File: src/rtl/radar_pkg.sv
// Shared types and default widths for the radar transmit-path control blocks.
package radar_pkg;

    localparam int DEF_PHASE_WIDTH = 32;
    localparam int DEF_LEN_WIDTH   = 16;
    localparam int DEF_CNT_WIDTH   = 16;

    // Phase increment for a 1 MHz tone at 100 MHz with a 32-bit accumulator.
    localparam logic [31:0] PINC_1MHZ = 32'd42949673;

    typedef enum logic [1:0] {
        ST_IDLE,
        ST_TX,
        ST_LISTEN,
        ST_WAIT
    } chirp_state_e;

endpackage

File: src/rtl/chirp_phase_ramp.sv
// Linear phase-increment ramp: load a start value, add a signed step per enabled cycle, clear to 0.
module chirp_phase_ramp import radar_pkg::*; #(
    parameter int PHASE_WIDTH = DEF_PHASE_WIDTH
) (
    input  logic                   clk,
    input  logic                   rst_n,
    input  logic                   clear_i,
    input  logic                   load_i,
    input  logic                   en_i,
    input  logic [PHASE_WIDTH-1:0] start_freq_i,
    input  logic [PHASE_WIDTH-1:0] chirp_rate_i,
    output logic [PHASE_WIDTH-1:0] phase_o
);

    logic [PHASE_WIDTH-1:0] acc_q, acc_d;

    // Two's-complement add gives modulo wrap for both up and down chirps.
    always_comb begin
        acc_d = acc_q;
        if (clear_i) begin
            acc_d = '0;
        end else if (load_i) begin
            acc_d = start_freq_i;
        end else if (en_i) begin
            acc_d = acc_q + chirp_rate_i;
        end
    end

    always_ff @(posedge clk or negedge rst_n) begin
        if (!rst_n) begin
            acc_q <= '0;
        end else begin
            acc_q <= acc_d;
        end
    end

    assign phase_o = acc_q;

endmodule

File: src/rtl/chirp_ctrl.sv
// LFM pulse-train sequencer: TX/LISTEN/WAIT scheduling per PRI with a linear NCO sweep.
// Optional start-time configuration check: define CHIRP_CTRL_CFG_CHECK_EN.
module chirp_ctrl import radar_pkg::*; #(
    parameter int PHASE_WIDTH = DEF_PHASE_WIDTH,
    parameter int LEN_WIDTH   = DEF_LEN_WIDTH,
    parameter int CNT_WIDTH   = DEF_CNT_WIDTH
) (
    input  logic                   clk,
    input  logic                   rst_n,
    input  logic                   start,
    input  logic                   stop,
    input  logic [PHASE_WIDTH-1:0] start_freq,
    input  logic [PHASE_WIDTH-1:0] chirp_rate,
    input  logic [LEN_WIDTH-1:0]   pulse_len,
    input  logic [LEN_WIDTH-1:0]   rx_len,
    input  logic [LEN_WIDTH-1:0]   pri_len,
    input  logic [CNT_WIDTH-1:0]   num_pulses,
    output logic [PHASE_WIDTH-1:0] phase_increment,
    output logic                   tx_gate,
    output logic                   rx_gate,
    output logic                   pulse_start,
    output logic                   busy,
    output logic                   done,
    output logic                   cfg_err
);

    chirp_state_e           state_q, state_d;
    logic [LEN_WIDTH-1:0]   cnt_q, cnt_d;
    logic [CNT_WIDTH-1:0]   pulses_q, pulses_d, num_q, num_d;
    logic [LEN_WIDTH-1:0]   plen_q, plen_d, rx_q, rx_d, wait_q, wait_d;
    logic [PHASE_WIDTH-1:0] freq_q, freq_d, rate_q, rate_d;
    logic                   pulse_start_q, pulse_start_d, done_q, done_d;
    logic                   ramp_clear, ramp_load, ramp_en;
    logic [PHASE_WIDTH-1:0] ramp_freq;
    logic [LEN_WIDTH-1:0]   plen_in, wait_in, len_cur;
    logic [LEN_WIDTH:0]     active_len;
    logic                   last_cycle, cfg_ok;

    // Zero pulse length runs as one cycle; a short PRI is stretched to TX+LISTEN with no WAIT.
    assign plen_in    = (pulse_len == '0) ? LEN_WIDTH'(1) : pulse_len;
    assign active_len = {1'b0, plen_in} + {1'b0, rx_len};
    assign wait_in    = ({1'b0, pri_len} > active_len) ?
                        LEN_WIDTH'({1'b0, pri_len} - active_len) : '0;

`ifdef CHIRP_CTRL_CFG_CHECK_EN
    logic cfg_err_q, cfg_err_d;

    assign cfg_ok = (pulse_len != '0) &&
                    (({1'b0, pulse_len} + {1'b0, rx_len}) <= {1'b0, pri_len});

    always_comb begin
        cfg_err_d = cfg_err_q;
        if (state_q == ST_IDLE && start) begin
            cfg_err_d = !cfg_ok;
        end
    end

    always_ff @(posedge clk or negedge rst_n) begin
        if (!rst_n) begin
            cfg_err_q <= 1'b0;
        end else begin
            cfg_err_q <= cfg_err_d;
        end
    end

    assign cfg_err = cfg_err_q;
`else
    assign cfg_ok  = 1'b1;
    assign cfg_err = 1'b0;
`endif

    always_comb begin
        case (state_q)
            ST_TX:     len_cur = plen_q;
            ST_LISTEN: len_cur = rx_q;
            ST_WAIT:   len_cur = wait_q;
            default:   len_cur = '0;
        endcase
    end

    assign last_cycle = (cnt_q == len_cur - 1'b1);

    always_comb begin
        state_d       = state_q;
        cnt_d         = cnt_q;
        pulses_d      = pulses_q;
        num_d         = num_q;
        plen_d        = plen_q;
        rx_d          = rx_q;
        wait_d        = wait_q;
        freq_d        = freq_q;
        rate_d        = rate_q;
        pulse_start_d = 1'b0;
        done_d        = 1'b0;
        ramp_clear    = 1'b0;
        ramp_load     = 1'b0;
        ramp_en       = 1'b0;
        ramp_freq     = freq_q;

        if (state_q == ST_IDLE) begin
            if (start && cfg_ok) begin
                num_d         = num_pulses;
                plen_d        = plen_in;
                rx_d          = rx_len;
                wait_d        = wait_in;
                freq_d        = start_freq;
                rate_d        = chirp_rate;
                state_d       = ST_TX;
                cnt_d         = '0;
                pulses_d      = '0;
                pulse_start_d = 1'b1;
                ramp_load     = 1'b1;
                ramp_freq     = start_freq;
            end
        end else if (stop) begin
            state_d    = ST_IDLE;
            cnt_d      = '0;
            done_d     = 1'b1;
            ramp_clear = 1'b1;
        end else if (!last_cycle) begin
            cnt_d   = cnt_q + 1'b1;
            ramp_en = (state_q == ST_TX);
        end else begin
            cnt_d = '0;
            if (state_q == ST_TX && rx_q != '0) begin
                state_d    = ST_LISTEN;
                ramp_clear = 1'b1;
            end else if (state_q != ST_WAIT && wait_q != '0) begin
                state_d    = ST_WAIT;
                ramp_clear = 1'b1;
            end else if (num_q != '0 && (pulses_q + 1'b1) == num_q) begin
                state_d    = ST_IDLE;
                pulses_d   = pulses_q + 1'b1;
                done_d     = 1'b1;
                ramp_clear = 1'b1;
            end else begin
                state_d       = ST_TX;
                pulses_d      = pulses_q + 1'b1;
                pulse_start_d = 1'b1;
                ramp_load     = 1'b1;
            end
        end
    end

    always_ff @(posedge clk or negedge rst_n) begin
        if (!rst_n) begin
            state_q       <= ST_IDLE;
            cnt_q         <= '0;
            pulses_q      <= '0;
            num_q         <= '0;
            plen_q        <= '0;
            rx_q          <= '0;
            wait_q        <= '0;
            freq_q        <= '0;
            rate_q        <= '0;
            pulse_start_q <= 1'b0;
            done_q        <= 1'b0;
        end else begin
            state_q       <= state_d;
            cnt_q         <= cnt_d;
            pulses_q      <= pulses_d;
            num_q         <= num_d;
            plen_q        <= plen_d;
            rx_q          <= rx_d;
            wait_q        <= wait_d;
            freq_q        <= freq_d;
            rate_q        <= rate_d;
            pulse_start_q <= pulse_start_d;
            done_q        <= done_d;
        end
    end

    chirp_phase_ramp #(
        .PHASE_WIDTH(PHASE_WIDTH)
    ) u_ramp (
        .clk         (clk),
        .rst_n       (rst_n),
        .clear_i     (ramp_clear),
        .load_i      (ramp_load),
        .en_i        (ramp_en),
        .start_freq_i(ramp_freq),
        .chirp_rate_i(rate_q),
        .phase_o     (phase_increment)
    );

    assign tx_gate     = (state_q == ST_TX);
    assign rx_gate     = (state_q == ST_LISTEN);
    assign busy        = (state_q != ST_IDLE);
    assign pulse_start = pulse_start_q;
    assign done        = done_q;

endmodule

File: config.mk
export PLATFORM = sky130hd
export DESIGN_NAME = chirp_ctrl
export DESIGN_NICKNAME = d
export VERILOG_FILES = /design/src/rtl/radar_pkg.sv /design/src/rtl/chirp_phase_ramp.sv /design/src/rtl/chirp_ctrl.sv
export SDC_FILE = /design/constraint.sdc
export NUM_CORES = 1
export LEC_CHECK = 0
export CAP_MARGIN = 40
export CORE_MARGIN = 3
export CORE_UTILIZATION = 56
export CTS_BUF_LIST = sky130_fd_sc_hd__clkbuf_8 sky130_fd_sc_hd__clkbuf_16
export DETAILED_ROUTE_END_ITERATION = 8
export PLACE_DENSITY = 0.9
export SLEW_MARGIN = 20
export SYNTH_ARGS = -nofsm -noshare
export SYNTH_HDL_FRONTEND = slang
export SYNTH_SLANG_ARGS = --single-unit
export TNS_END_PERCENT = 1
File: constraint.sdc
create_clock -name clk -period 4.3 [get_ports clk]
set_input_delay 0.645 -clock clk [delete_from_list [all_inputs] [get_ports clk]]
set_output_delay 0.645 -clock clk [all_outputs]
set_load 0.01 [all_outputs]
## Yosys cells after proc, flatten, opt, wreduce, memory -nomap -nowiden

Index checks and enable logic that the tools add are counted.

- Bits in registers: 196
- Bits of input ports: 132
- Output and inout port bits: 38

- $add $sub $neg: 6
- Magnitude comparators: 1
- Eq/ne operators: 10
- Mux-type cells: 45
- Reduce and logical (&&, ||, !) cells: 15

Operator list:

| cell | count |
|---|---|
| 16-bit 2-to-1 mux | 11 |
| 32-bit 2-to-1 mux | 5 |
| 16-bit case mux with 3 select lines | 1 |
| 16-bit nonzero test | 3 |
| 16-bit by 1-bit adder with 16-bit output, second input constant | 2 |
| 32-bit adder | 1 |
| 16-bit equality test | 2 |
| 1-bit 2-to-1 mux | 22 |
| 16-bit by 16-bit adder with 17-bit output | 1 |
| 16-bit by 17-bit > comparator with 1-bit output | 1 |
| 16-bit logical NOT | 1 |
| 16-bit by 1-bit subtractor with 16-bit output, second input constant | 1 |
| 16-bit subtractor | 1 |
| 2-bit 2-to-1 mux | 6 |
| 2-bit inequality test, second input constant | 4 |
| 3-bit nonzero test | 2 |
| 5-bit AND reduction | 1 |
| 2-bit equality test, second input constant | 2 |
| 2-bit AND reduction | 2 |
| 2-bit nonzero test | 2 |
| 1-bit logical AND | 3 |
| 2-bit by 1-bit equality test with 1-bit output, second input constant | 1 |
| 2-bit logical NOT | 1 |
| 2-bit by 1-bit inequality test with 1-bit output, second input constant | 1 |

## Logic depth before layout (Yosys ltp)

Gate-level depths: netlist of the first run.

- Word-level depth: 11
- Gate-level depth with buffers: 25
- Mapped depth without buffers: 23

## Modules after synthesis

From an unflattened synthesis of the first run, not the netlist that was laid out.

- Cell total of the unflattened synthesis: 1366
- Area, all modules: 13230.2 µm²

By module, submodules not included:

| module | times used | cells an instance | area each (µm²) | sequential area each (µm²) |
|---|---|---|---|---|
| chirp_ctrl | 1 | 940 | 9836.9 | 4103.9 |
| chirp_phase_ramp | 1 | 426 | 3393.3 | 800.8 |

## Least setup slack after synthesis of the first run

OpenSTA, ideal clock, no wires.

- Path type: input -> register
- Start: in pulse_len[3]
- End: reg wait_q[10]
- Library setup time: 0.066 ns
- Arrival time: 4.904 ns
- Data required time: 4.234 ns
- Path slack: -0.670 ns
- Stages: 25
- Cells stage by stage: nor3_1 a41o_1 ha_1 fa_1 a21o_1 a21oi_1 o21bai_1 a21oi_1 o21ba_2 o21ai_0 o21ai_0 o21bai_1 a21oi_1 xor2_1 ha_1 clkbuf_1 o21ai_0 nor2b_1 nor3_1 o21ai_0 a31oi_1 o211ai_1 nor2_1 clkbuf_1 a22o_1

- Cells in the longest elaborated chain, start to end: 5
- Elaborated cells between the ends (all ways): 6
- Classes of those cells: add/sub: 2; order compare: 1; mux: 2; reduce/logical: 1

RTL lines:

| item | RTL line | source |
|---|---|---|
| start: declaration | chirp_ctrl.sv:14 | `input logic [LEN_WIDTH-1:0] pulse_len,` |
| 16-bit logical NOT * | chirp_ctrl.sv:40 | `assign plen_in = (pulse_len == '0) ? LEN_WIDTH'(1) : pulse_len;` |
| 16-bit 2-to-1 mux * | chirp_ctrl.sv:40 |  |
| net plen_in[0] | chirp_ctrl.sv:35 | `logic [LEN_WIDTH-1:0] plen_in, wait_in, len_cur;` |
| 16-bit by 16-bit adder with 17-bit output * | chirp_ctrl.sv:41 | `assign active_len = {1'b0, plen_in} + {1'b0, rx_len};` |
| 16-bit subtractor or 16-bit by 17-bit > comparator with 1-bit output (tied branches) | chirp_ctrl.sv:43, chirp_ctrl.sv:42 |  |
| 16-bit 2-to-1 mux * | chirp_ctrl.sv:42 | `assign wait_in = ({1'b0, pri_len} > active_len) ?` |
| end signal: assignment | chirp_ctrl.sv:165 | `wait_q <= wait_d;` |
| end: declaration | chirp_ctrl.sv:30 | `logic [LEN_WIDTH-1:0] plen_q, plen_d, rx_q, rx_d, wait_q, wait_d;` |

The timed path passes the listed nets; every way through them passes the cells marked *.
A chain may end at the register's enable or synchronous reset.

## Worst setup path in the final report of the first run

- Start: in pulse_len[1]
- End: reg wait_q[8]

The elaborated chain is that of the path after synthesis.

==> results of run 1 <==
worst max-delay path by stage:
stage | startpoint | endpoint | slack (ns) | depth (start not counted)
floorplan | pulse_len[3] | wait_q[10] | -0.09 | 23
global placement | pulse_len[1] | wait_q[13] | -1.36 | 24
detailed placement | pulse_len[1] | wait_q[13] | -1.55 | 24
CTS | pulse_len[1] | wait_q[8] | -0.08 | 24
global route | pulse_len[1] | wait_q[8] | -0.26 | 24
finish | pulse_len[1] | wait_q[8] | -0.03 | 24
layer usage:
layer  GRT usage (%)  vias to the layer above
li1                -                     5403
met1           39.48                     5571
met2           49.05                      420
met3           3.588                       62
met4           9.337                        0
met5               0                        -
sequential cells by signal, indices dropped and copies added (netlist names):
signal / cells
pulse_start: 1
plen_q: 16
state_q: 2
wait_q: 16
freq_q: 32
pulses_q: 16
cnt_q: 16
num_q: 16
done: 1
u_ramp.phase_o: 32
rate_q: 32
rx_q: 16
synthesized netlist by cell type (13+ instances only):
cell / n
a22o_1: 15
a21oi_1: 47
a21o_1: 40
clkbuf_1: 58
and2_1: 13
mux2i_1: 44
inv_1: 63
nor3_1: 17
nor4_1: 24
dfrtp_1: 196
xnor2_1: 61
and3_1: 24
o21ai_1: 24
a22oi_1: 25
o21ai_0: 60
nor2_1: 42
xor2_1: 35
nand3_1: 32
nand2_1: 295
ha_1: 66
cell families after synthesis:
family	after synthesis
simple gates	524
compound gates	324
flops	196
buf+inv	140
xor+xnor	96
fa+ha+maj	69
mux	55
other cells	1
through the flow:
| step | hold slack, ns | instances | util (%) |
|---|---|---|---|
| 6_report | 0.2822 | 1914 | 72.28 |
| 5_1_grt | 0.3384 | 1914 | 72.28 |
| 4_1_cts | 0.3175 | 1914 | 72.17 |
| 3_5_place_dp | 0.4593 | 1873 | 68.68 |
| 3_3_place_gp | 0.4566 | 1872 | 68.61 |
| 2_1_floorplan | 0.3494 | 1405 | - |
placed cells by master, fill, tap and decap left out, types with 11 or more instances in the layout:
cell / n
o21ai_1: 27
a21oi_1: 43
nand4_1: 11
o21bai_1: 11
dfrtp_1: 195
a21o_1: 40
nor4_1: 20
clkdlybuf4s50_1: 150
nand3_1: 32
nor3_1: 16
mux2i_1: 44
nand2b_1: 12
o21ai_0: 53
nor2_1: 40
xor2_1: 35
xnor2_1: 61
a22o_1: 15
a22oi_1: 25
clkbuf_16: 17
buf_4: 102
inv_1: 63
ha_1: 64
nand2_1: 294
and3_1: 24
nor3b_1: 12
layout make-up:
cell class | instances | area share (%)
inverter | 64 | 1.518
multi-input combinational | 1069 | 45.56
tap | 280 | 2.214
sequential | 196 | 31.01
timing repair buffer | 273 | 15.82
clock buffer | 19 | 2.863
clock inverter | 13 | 1.028
timing repair:
action / 4_1_cts / 5_1_grt
gates resized for setup: 58 / 9
setup endpoints to repair: 16 / 73
setup buffers: 10 / 0
pin swaps: 32 / 12
endpoints found under the hold margin: 0 / 0
worst reg2reg max path, delay by kind of cell (launching register included):
kind | cells | cell delay [ns]
mux | 1 | 0.38
xor+xnor | 2 | 0.30
simple gates | 4 | 1.09
compound gates | 4 | 1.23
fa+ha+maj | 1 | 0.29
buf+inv | 1 | 0.26
flops | 1 | 0.47
power breakdown:
group | switching (mW) | internal, mW | leakage (nW)
combinational | 2.22 | 1.88 | 4.74
sequential | 0.438 | 2.37 | 2.48
clock | 0.750 | 0.909 | 0.298
==> results.sh, run 1 <==
export IMPL_crit_fanout=4
export IMPL_antenna_cells=0
export IMPL_arrival_ns=4.65
export IMPL_critPathMaxStageDelay_ns=0.37
export IMPL_wl_met2_um=17340
export IMPL_syn_cell_area_sq_um=12510
export IMPL_drv_slew=0
export IMPL_initial_utilization_pct=57.13
export IMPL_finalHoldViolations=0
export IMPL_die_y_um=155.4
export IMPL_grt_max_degree=94
export IMPL_async_flop_share_pct=100.0
export IMPL_yosysSeqAreaShare_pct=39.22
export IMPL_synthAdderAreaFrac_pct=7.083
export IMPL_start_kind="input pin"
export IMPL_slew_headroom_pct=46.59
export IMPL_p_per_area_nw_per_um2=541.7
export IMPL_htree_levels=4
export IMPL_via_per_inst=5.985
export IMPL_ys_ff_latch=196
export IMPL_via_count=11456
export IMPL_io_pins=170
export IMPL_critPathBufInv=2
export IMPL_cts_buffer_depth=2
export IMPL_cp_required_ns=4.62
export IMPL_fillers=1560
export IMPL_cts_tree="yes"
export IMPL_clk_pin_slew_ns=0.08
export IMPL_io_buffers=168
export IMPL_max_freq_mhz=230.9
export IMPL_antenna_found_initial=0
export IMPL_pre_cts_slack_ns=-1.552
export IMPL_crit_slowest_cell="nor4_4"
export IMPL_layout_min_cycle_time_ns=4.331
export IMPL_clock_sinks=196
export IMPL_violations="setup timing"
export IMPL_placed_area_sq_um=15030
export IMPL_crit_chain="buf_8 -> nor4_4 -> a41o_1 -> ha_2 -> fa_2 -> a21o_1 -> a21oi_2 -> o21bai_1 -> a21oi_2 -> o21ba_4 -> o21ai_4 -> o21ai_2 -> o21bai_1 -> a21oi_1 -> xor2_1 -> ha_1 -> o21ai_2 -> nor2b_4 -> nor3_2 -> o21ai_1 -> a31oi_1 -> o211ai_1 -> buf_4 -> o41ai_2"
export IMPL_insertion_delay_ns=0.44
export IMPL_synth_yosys_warnings=0
export IMPL_dpl_hpwl_um=26290
export IMPL_wl_per_cell_um=18.41
export IMPL_synth_xor_area_share_pct=6.723
export IMPL_ys_types=79
export IMPL_met1_length_um=15120
export IMPL_drt_antenna_violating_nets=0
export IMPL_synth_top_family_by_area="simple AND/OR/NAND/NOR gates"
export IMPL_grt_pass1_wl_um=57500
export IMPL_irDropWorstVdd_uv=344.2
export IMPL_synth_top_cell_area_share_pct=39.22
export IMPL_cp_top_family="compound AO/OA/AOI/OAI gates"
export IMPL_synth_compound_area_share_pct=18.13
export IMPL_rr_worst_depth=13
export IMPL_status="complete, but fails checks"
export IMPL_regToRegSetupSlack_ns=0.21
export IMPL_synth_nets=1606
export IMPL_tightest_slew_ns=0.7908
export IMPL_die_area_sq_um=24160
export IMPL_synth_top_area_cell="dfrtp_1"
export IMPL_finalSetupTns_ns=-0.05395
export IMPL_numCtsBuffers=17
export IMPL_cts_hold_buf=0
export IMPL_min_path_type="in2async"
export IMPL_drt_iter0_markers=1096
export IMPL_reg2reg_to="u_ramp.phase_o[17]"
export IMPL_num_rows=54
export IMPL_setup_violations=3
export IMPL_crit_type="in2reg"
export IMPL_ys_flop_type="dfrtp_1"
export IMPL_p_leak_nw=7.520
export IMPL_area_delta_synth_final_pct=26.51
export IMPL_yosys_area_share_simple_pct=19.72
export IMPL_wirelength_um=35240
export IMPL_ff_latch_area_sq_um=4906
export IMPL_final_nets=1822
export IMPL_root_buffer="clkbuf_16"
export IMPL_drive_gt1_share_pct=12.67
export IMPL_wl_met3_um=1862
export IMPL_final_area_sq_um=15820
export IMPL_drc=0
export IMPL_drtPass1Iterations=5
export IMPL_die_w_um=155.4
export IMPL_synthMuxAreaShare_pct=4.512
export IMPL_rsz0062_at_grt="true"
export IMPL_setup_slack_ns=-0.03060
export IMPL_synth_area_top_cells="dfrtp_1 (39%), nand2_1 (8.9%), ha_1 (6.6%)"
export IMPL_synthCells=1405
export IMPL_grt_pass1_vias=11465
export IMPL_power_mw=8.571
export IMPL_setup_worst_path_end_class="flop"
export IMPL_timing_final_crit_share_pct=100.7
export IMPL_coreArea_sq_um=21890
export IMPL_cap_violations=0
export IMPL_syn_area_per_cell_sq_um=8.902
export IMPL_synth_edf_count=0
export IMPL_reg2reg_from="state_q[1]"
export IMPL_multi_input_area_sq_um=7208
export IMPL_clock_skew_ns=0.01408
export IMPL_grt_use_total_pct=29.16
export IMPL_gp_congestion=0.9061
export IMPL_overflow=0
export IMPL_route_top_layer_used="met4"
(Power assumes the default switching activity.)
==> run 2: changes to the inputs <==
--- a/config.mk
+++ b/config.mk
@@ -10,7 +10,7 @@
 export CORE_UTILIZATION = 56
 export CTS_BUF_LIST = sky130_fd_sc_hd__clkbuf_8 sky130_fd_sc_hd__clkbuf_16
 export DETAILED_ROUTE_END_ITERATION = 8
-export PLACE_DENSITY = 0.9
+export PLACE_DENSITY = 0.86
 export SLEW_MARGIN = 20
 export SYNTH_ARGS = -nofsm -noshare
 export SYNTH_HDL_FRONTEND = slang
==> results.sh, run 2 (same netlist as run 1, synthesis figures left out) <==
export IMPL_grt_pass1_wl_um=56450
export IMPL_final_area_sq_um=15890
export IMPL_critPathMaxStageDelay_ns=0.38
export IMPL_placed_area_sq_um=15050
export IMPL_gp_congestion=0.9223
export IMPL_coreArea_sq_um=21890
export IMPL_fillers=1608
export IMPL_arrival_ns=4.70
export IMPL_cp_top_family="compound AO/OA/AOI/OAI gates"
export IMPL_crit_start="pulse_len[13]"
export IMPL_final_nets=1830
export IMPL_dpl_hpwl_um=25630
export IMPL_io_buffers=168
export IMPL_hold_ws_ns=0.01418
export IMPL_start_kind="input pin"
export IMPL_final_util_pct=72.57
export IMPL_htree_levels=4
export IMPL_status="complete, but fails checks"
export IMPL_die_y_um=155.4
export IMPL_grt_max_degree=98
export IMPL_drive_gt1_share_pct=13.15
export IMPL_pre_cts_slack_ns=-1.382
export IMPL_clock_sinks=196
export IMPL_num_rows=54
export IMPL_timing_final_crit_share_pct=100.6
export IMPL_root_buffer="clkbuf_16"
export IMPL_layout_common_cells="nand2_1 (294), dfrtp_1 (196), clkdlybuf4s50_1 (150)"
export IMPL_violations="setup timing"
export IMPL_setup_worst_path_end_class="flop"
export IMPL_reg2reg_from="state_q[1]"
export IMPL_combinationalPowerShare_pct=48.1
export IMPL_cts_tree="yes"
export IMPL_cap_violations=0
export IMPL_grt_use_total_pct=28.64
export IMPL_regToRegSetupSlack_ns=0.16
export IMPL_cp_required_ns=4.67
export IMPL_max_freq_mhz=231.1
export IMPL_p_per_area_nw_per_um2=533.8
export IMPL_setup_slack_ns=-0.02753
export IMPL_drt_antenna_violating_nets=0
export IMPL_placed_cells=1874
export IMPL_power_frac_clock_pct=18.9
export IMPL_swShare_pct=39.78
export IMPL_critPathBufInv=1
export IMPL_via_count=11455
export IMPL_seqPwrFrac_pct=33.0
export IMPL_die_area_sq_um=24160
export IMPL_crit_chain="buf_8 -> nor4_4 -> a41o_1 -> ha_2 -> fa_2 -> a21o_1 -> a21oi_2 -> o21bai_1 -> a21oi_2 -> o21ba_4 -> o21ai_4 -> o21ai_2 -> o21bai_1 -> a21oi_1 -> xor2_1 -> ha_1 -> o21ai_2 -> nor2b_1 -> nor3_1 -> o21ai_1 -> a31oi_1 -> o211ai_1 -> nor2_4 -> a22o_1"
export IMPL_antenna_found_initial=0
export IMPL_setup_violations=4
export IMPL_cts_buffer_depth=2
export IMPL_irDropWorstVdd_uv=283.3
export IMPL_power_mw=8.480
export IMPL_finalHoldViolations=0
export IMPL_via_per_inst=5.960
export IMPL_clk_pin_slew_ns=0.07
export IMPL_die_w_um=155.4
export IMPL_stdcell_count=1922
export IMPL_layout_min_cycle_time_ns=4.328
export IMPL_power_switching_mw=3.373
export IMPL_antenna_cells=0
export IMPL_insertion_delay_ns=0.45
export IMPL_drv_slew=0
export IMPL_drtPass1Iterations=5
export IMPL_overflow=0
export IMPL_p_int_mw=5.107
export IMPL_slew_headroom_pct=45.56
export IMPL_p_leak_nw=7.556
export IMPL_grt_pass1_vias=11459
export IMPL_drc=0
export IMPL_crit_type="in2reg"
export IMPL_drt_iter0_markers=942
export IMPL_wirelength_um=34950
export IMPL_finalSetupTns_ns=-0.1007
export IMPL_layout_commonest_cell="nand2_1"
export IMPL_crit_slowest_cell="nor4_4"
export IMPL_min_path_type="in2async"
export IMPL_wl_per_cell_um=18.18
export IMPL_initial_utilization_pct=57.13
export IMPL_crit_fanout=12
export IMPL_io_pins=170
export IMPL_area_delta_synth_final_pct=27.02
export IMPL_numCtsBuffers=17
export IMPL_clock_skew_ns=0.01634
export IMPL_rsz0062_at_grt="true"
export IMPL_tightest_slew_ns=0.8167
-- run 2: cell types whose count changed in the layout (fill, tap and decap cells not counted), moves of 2 or more --
cell,before,now
buf_4,102,108
clkinv_2,1,3
clkdlybuf4s15_1,6,4
clkinvlp_4,2,0
clkinv_4,1,4
o21ai_1,27,25
clkbuf_2,0,2
-- run 2: path summary, 6_finish.rpt --
check                          endpoint  cells after the start
min in group clk              plen_q[6]                      2
max in group asynchronous  pulses_q[13]                      3
min                           freq_q[8]                      1
max                           wait_q[6]                     24
min reg2reg                   plen_q[6]                      2
max reg2reg                 pulses_q[8]                     13
-- run 2: repair_timing --
item / CTS / global route
endpoints found under the hold margin: 0 / 0
pin swaps: 31 / 24
hold buffers: 0 / 0
buffers inserted: 9 / 6
gates resized for setup: 56 / 15
endpoints found under the setup margin: 16 / 65
-- run 2: power by group through the flow --
stage | combinational [mW] | sequential (mW) | clock, mW
after floorplan | 2.66 | 2.74 | 0
final | 4.08 | 2.80 | 1.60
after detailed placement | 3.94 | 2.82 | 0
after global routing | 4.50 | 2.86 | 1.69
after global placement | 3.81 | 2.79 | 0
after CTS | 4.01 | 2.79 | 1.62
-- run 2: per-layer routing --
metal | share of wire [%] | up-vias | GRT usage, %
li1 | - | 5432 | -
met1 | 43 | 5552 | 37.17
met2 | 49 | 388 | 48.52
met3 | 5.2 | 83 | 4.395
met4 | 3.2 | 0 | 10.84
met5 | 0 | - | 0
-- run 2: area by class of cell --
| cell class | count | area, sq um | area share [%] |
|---|---|---|---|
| flip-flops and latches | 196 | 4905 | 30.87 |
| clock inverters | 14 | 145.1 | 0.9136 |
| well taps | 280 | 350.3 | 2.205 |
| repair buffers | 281 | 2581 | 16.25 |
| multi-input cells | 1069 | 7226 | 45.48 |
| inverters | 64 | 240.2 | 1.512 |
| clock buffers | 18 | 439.2 | 2.764 |
==> run 3: changes to the inputs <==
--- a/config.mk
+++ b/config.mk
@@ -6,13 +6,14 @@
 export NUM_CORES = 1
 export LEC_CHECK = 0
 export CAP_MARGIN = 40
-export CORE_MARGIN = 3
-export CORE_UTILIZATION = 56
-export CTS_BUF_LIST = sky130_fd_sc_hd__clkbuf_8 sky130_fd_sc_hd__clkbuf_16
+export CORE_MARGIN = 2
+export CORE_UTILIZATION = 58
+export CTS_BUF_LIST = sky130_fd_sc_hd__clkbuf_4
 export DETAILED_ROUTE_END_ITERATION = 8
-export PLACE_DENSITY = 0.86
+export PLACE_DENSITY = 0.88
 export SLEW_MARGIN = 20
 export SYNTH_ARGS = -nofsm -noshare
 export SYNTH_HDL_FRONTEND = slang
+export SYNTH_HIERARCHICAL = 1
 export SYNTH_SLANG_ARGS = --single-unit
 export TNS_END_PERCENT = 1
==> results.sh, run 3 <==
export IMPL_stdcell_count=1904
export IMPL_p_int_mw=4.509
export IMPL_grt_max_degree=92
export IMPL_drive_gt1_share_pct=22.60
export IMPL_pre_cts_slack_ns=-1.314
export IMPL_violations="setup timing"
export IMPL_grt_pass1_vias=12018
export IMPL_drt_iter0_markers=1008
export IMPL_synth_top_cell_area_share_pct=37.07
export IMPL_clk_pin_slew_ns=0.18
export IMPL_dpl_hpwl_um=28420
export IMPL_area_delta_synth_final_pct=24.53
export IMPL_crit_fanout=5
export IMPL_timing_final_crit_share_pct=104.5
export IMPL_p_per_area_nw_per_um2=469.2
export IMPL_via_count=11991
export IMPL_async_flop_share_pct=100.0
export IMPL_setup_worst_path_end_class="flop"
export IMPL_tightest_slew_ns=0.5803
export IMPL_io_buffers=168
export IMPL_grt_pass1_wl_um=61070
export IMPL_cap_violations=0
export IMPL_htree_levels=4
export IMPL_synth_yosys_warnings=6
export IMPL_numCtsBuffers=17
export IMPL_layout_common_cells="dfrtp_1 (195), clkdlybuf4s50_1 (149), mux2_2 (122), buf_4 (122), nand2_1 (104)"
export IMPL_crit_type="in2reg"
export IMPL_slew_headroom_pct=60.21
export IMPL_coreArea_sq_um=22500
export IMPL_synthCells=1366
export IMPL_yosysSeqAreaShare_pct=37.07
export IMPL_placed_area_sq_um=15810
export IMPL_cp_required_ns=4.85
export IMPL_final_util_pct=73.22
export IMPL_die_w_um=155.0
export IMPL_min_to="plen_q[14]"
export IMPL_antenna_found_initial=4
export IMPL_arrival_ns=5.05
export IMPL_start_kind="input pin"
export IMPL_combinationalPowerShare_pct=51.8
export IMPL_placed_cells=1844
export IMPL_syn_area_per_cell_sq_um=9.685
export IMPL_io_pins=170
export IMPL_gp_congestion=0.9570
export IMPL_drc=0
export IMPL_rr_worst_depth=16
export IMPL_synth_area_top_cells="dfrtp_1 (37%), mux2_2 (10%), ha_1 (6.2%)"
export IMPL_wirelength_um=37620
export IMPL_die_y_um=155.0
export IMPL_p_leak_nw=7.332
export IMPL_regToRegSetupSlack_ns=0.11
export IMPL_synth_nets=1567
export IMPL_hp_start="pulse_len[14]"
export IMPL_syn_cell_area_sq_um=13230
export IMPL_cts_buffer_depth=2
export IMPL_final_nets=1803
export IMPL_layout_commonest_cell="dfrtp_1"
export IMPL_synth_most_common_cell="dfrtp_1"
export IMPL_final_area_sq_um=16480
export IMPL_drt_antenna_violating_nets=0
export IMPL_ys_types=93
export IMPL_irDropWorstVdd_uv=400.3
export IMPL_num_rows=55
export IMPL_synth_edf_count=0
export IMPL_power_frac_clock_pct=14.0
export IMPL_rsz0062_at_grt="true"
export IMPL_setup_slack_ns=-0.1937
export IMPL_overflow=0
export IMPL_status="complete, but fails checks"
export IMPL_setup_violations=16
export IMPL_seqPwrFrac_pct=34.2
export IMPL_fillers=1564
export IMPL_drtPass1Iterations=6
export IMPL_synth_top_area_cell="dfrtp_1"
export IMPL_wl_per_cell_um=19.76
export IMPL_clock_sinks=196
export IMPL_cts_tree="yes"
export IMPL_reg2reg_to="u_ramp/phase_o[31]"
export IMPL_reg2reg_from="state_q[1]"
export IMPL_grt_use_total_pct=31.53
export IMPL_die_area_sq_um=24030
export IMPL_drv_slew=0
export IMPL_ys_flop_type="dfrtp_1"
export IMPL_max_freq_mhz=222.5
export IMPL_min_path_type="in2reg"
export IMPL_power_switching_mw=3.222
export IMPL_insertion_delay_ns=0.62
export IMPL_yosys_top_cells_count="dfrtp_1 (196), mux2_2 (122), nand2_1 (106), nor2_1 (83), a21oi_1 (68)"
export IMPL_finalHoldViolations=0
export IMPL_layout_min_cycle_time_ns=4.494
export IMPL_root_buffer="clkbuf_4"
export IMPL_initial_utilization_pct=58.79
export IMPL_swShare_pct=41.68
export IMPL_ys_ff_latch=196
export IMPL_via_per_inst=6.298
export IMPL_clock_skew_ns=0.02998
export IMPL_whs_path_depth=3
==> run 3: changes by cell type after synthesis, moves of 11 or more <==
| cell | delta |
|---|---|
| nor3_1 | +13 |
| mux2i_1 | -25 |
| nand2_1 | -189 |
| o21ai_0 | -22 |
| o21ai_1 | -23 |
| inv_1 | -28 |
| nor2_1 | +41 |
| mux2_2 | +112 |
| a22o_1 | +12 |
| xnor2_1 | -12 |
| xor2_1 | -11 |
| a21oi_1 | +21 |
| nand3_1 | +13 |
==> run 3: power groups by stage <==
stage | Sequential (mW) | Clock [mW] | Combinational [mW]
2_1_floorplan | 2.59 | 0 | 2.58
3_3_place_gp | 2.65 | 0 | 3.72
3_5_place_dp | 2.67 | 0 | 3.82
4_1_cts | 2.64 | 1.09 | 3.90
5_1_grt | 2.70 | 1.17 | 4.34
6_report | 2.65 | 1.08 | 4.00
==> run 3: routing by layer <==
metal / vias to the layer above / GRT usage, % / routed length, um
li1: 5554 / - / -
met2: 506 / 53.40 / 18370
met4: 2 / 11.82 / 1391
met1: 5825 / 40.86 / 15570
met3: 104 / 5.125 / 2265
met5: - / 0 / 13
==> run 3: logic make-up (layout without fill, tap and decap cells) <==
kind of cell,count (synthesis),count (layout),share of synthesized area (%)
xor+xnor,74,74,4.956
mux,149,149,12.56
flops,196,196,37.07
fa+ha+maj,69,69,6.696
other cells,1,5,0.02834
simple gates,413,413,16.01
compound gates,347,347,18.79
buf+inv,117,366,3.887
==> run 3: cell type report <==
class	instances	area, sq um	area share (%)
Timing Repair Buffer	299	2761	16.76
Antenna cell	4	10.01	0.06075
Clock buffer	17	127.6	0.7746
Multi-Input combinational cell	1053	7993	48.51
Sequential cell	196	4906	29.78
Tap cell	285	356.6	2.164
Clock inverter	15	190.2	1.154
Inverter	35	131.4	0.7974
==> run 3: how the worst max path moves through the flow <==
stage,startpoint,to,slack [ns],depth (start not counted)
after floorplan,pulse_len[14],wait_q[12],-0.16,21
after global placement,pulse_len[14],wait_q[2],-1.05,23
after detailed placement,pulse_len[9],wait_q[2],-1.31,23
after CTS,pulse_len[12],wait_q[2],-0.17,26
after global routing,pulse_len[1],wait_q[2],-0.27,26
final,pulse_len[1],wait_q[7],-0.19,25
==> run 3: critical path, cell delays in order <==
cell and delay, ns:
buf_2 0.11, nor3_2 0.04, a41o_1 0.27, ha_2 0.23, fa_2 0.35, a21o_1 0.18, a21oi_2 0.17, o21bai_2 0.11
a211oi_2 0.29, o31ai_2 0.11, o41ai_2 0.31, nor2b_1 0.13, buf_4 0.15, buf_4 0.13, buf_4 0.13, buf_4 0.12
buf_4 0.11, buf_4 0.12, buf_4 0.12, buf_4 0.12, buf_4 0.12, a311o_1 0.39, a21oi_4 0.19, bufbuf_16 0.27
a22o_1 0.12
==> run 3: per-stage QoR <==
| stage | power (mW) | setup TNS (ns) | hold slack, ns |
|---|---|---|---|
| floorplan | 5.171 | -1.870 | 0.3494 |
| global placement | 6.370 | -16.28 | 0.4767 |
| detailed placement | 6.490 | -20.33 | 0.4810 |
| CTS | 7.629 | -1.942 | 0.3386 |
| global route | 8.204 | -4.494 | 0.3358 |
| finish | 7.731 | -2.809 | 0.3563 |
==> run 3: timing repair <==
| action | 4_1_cts | 5_1_grt |
|---|---|---|
| hold endpoints to repair | 32 | 0 |
| pin swaps | 21 | 19 |
| buffers inserted | 17 | 5 |
| endpoints found under the setup margin | 16 | 48 |
| cloned | 1 | 0 |
| hold buffers | 1 | 0 |
| resized for setup | 84 | 21 |
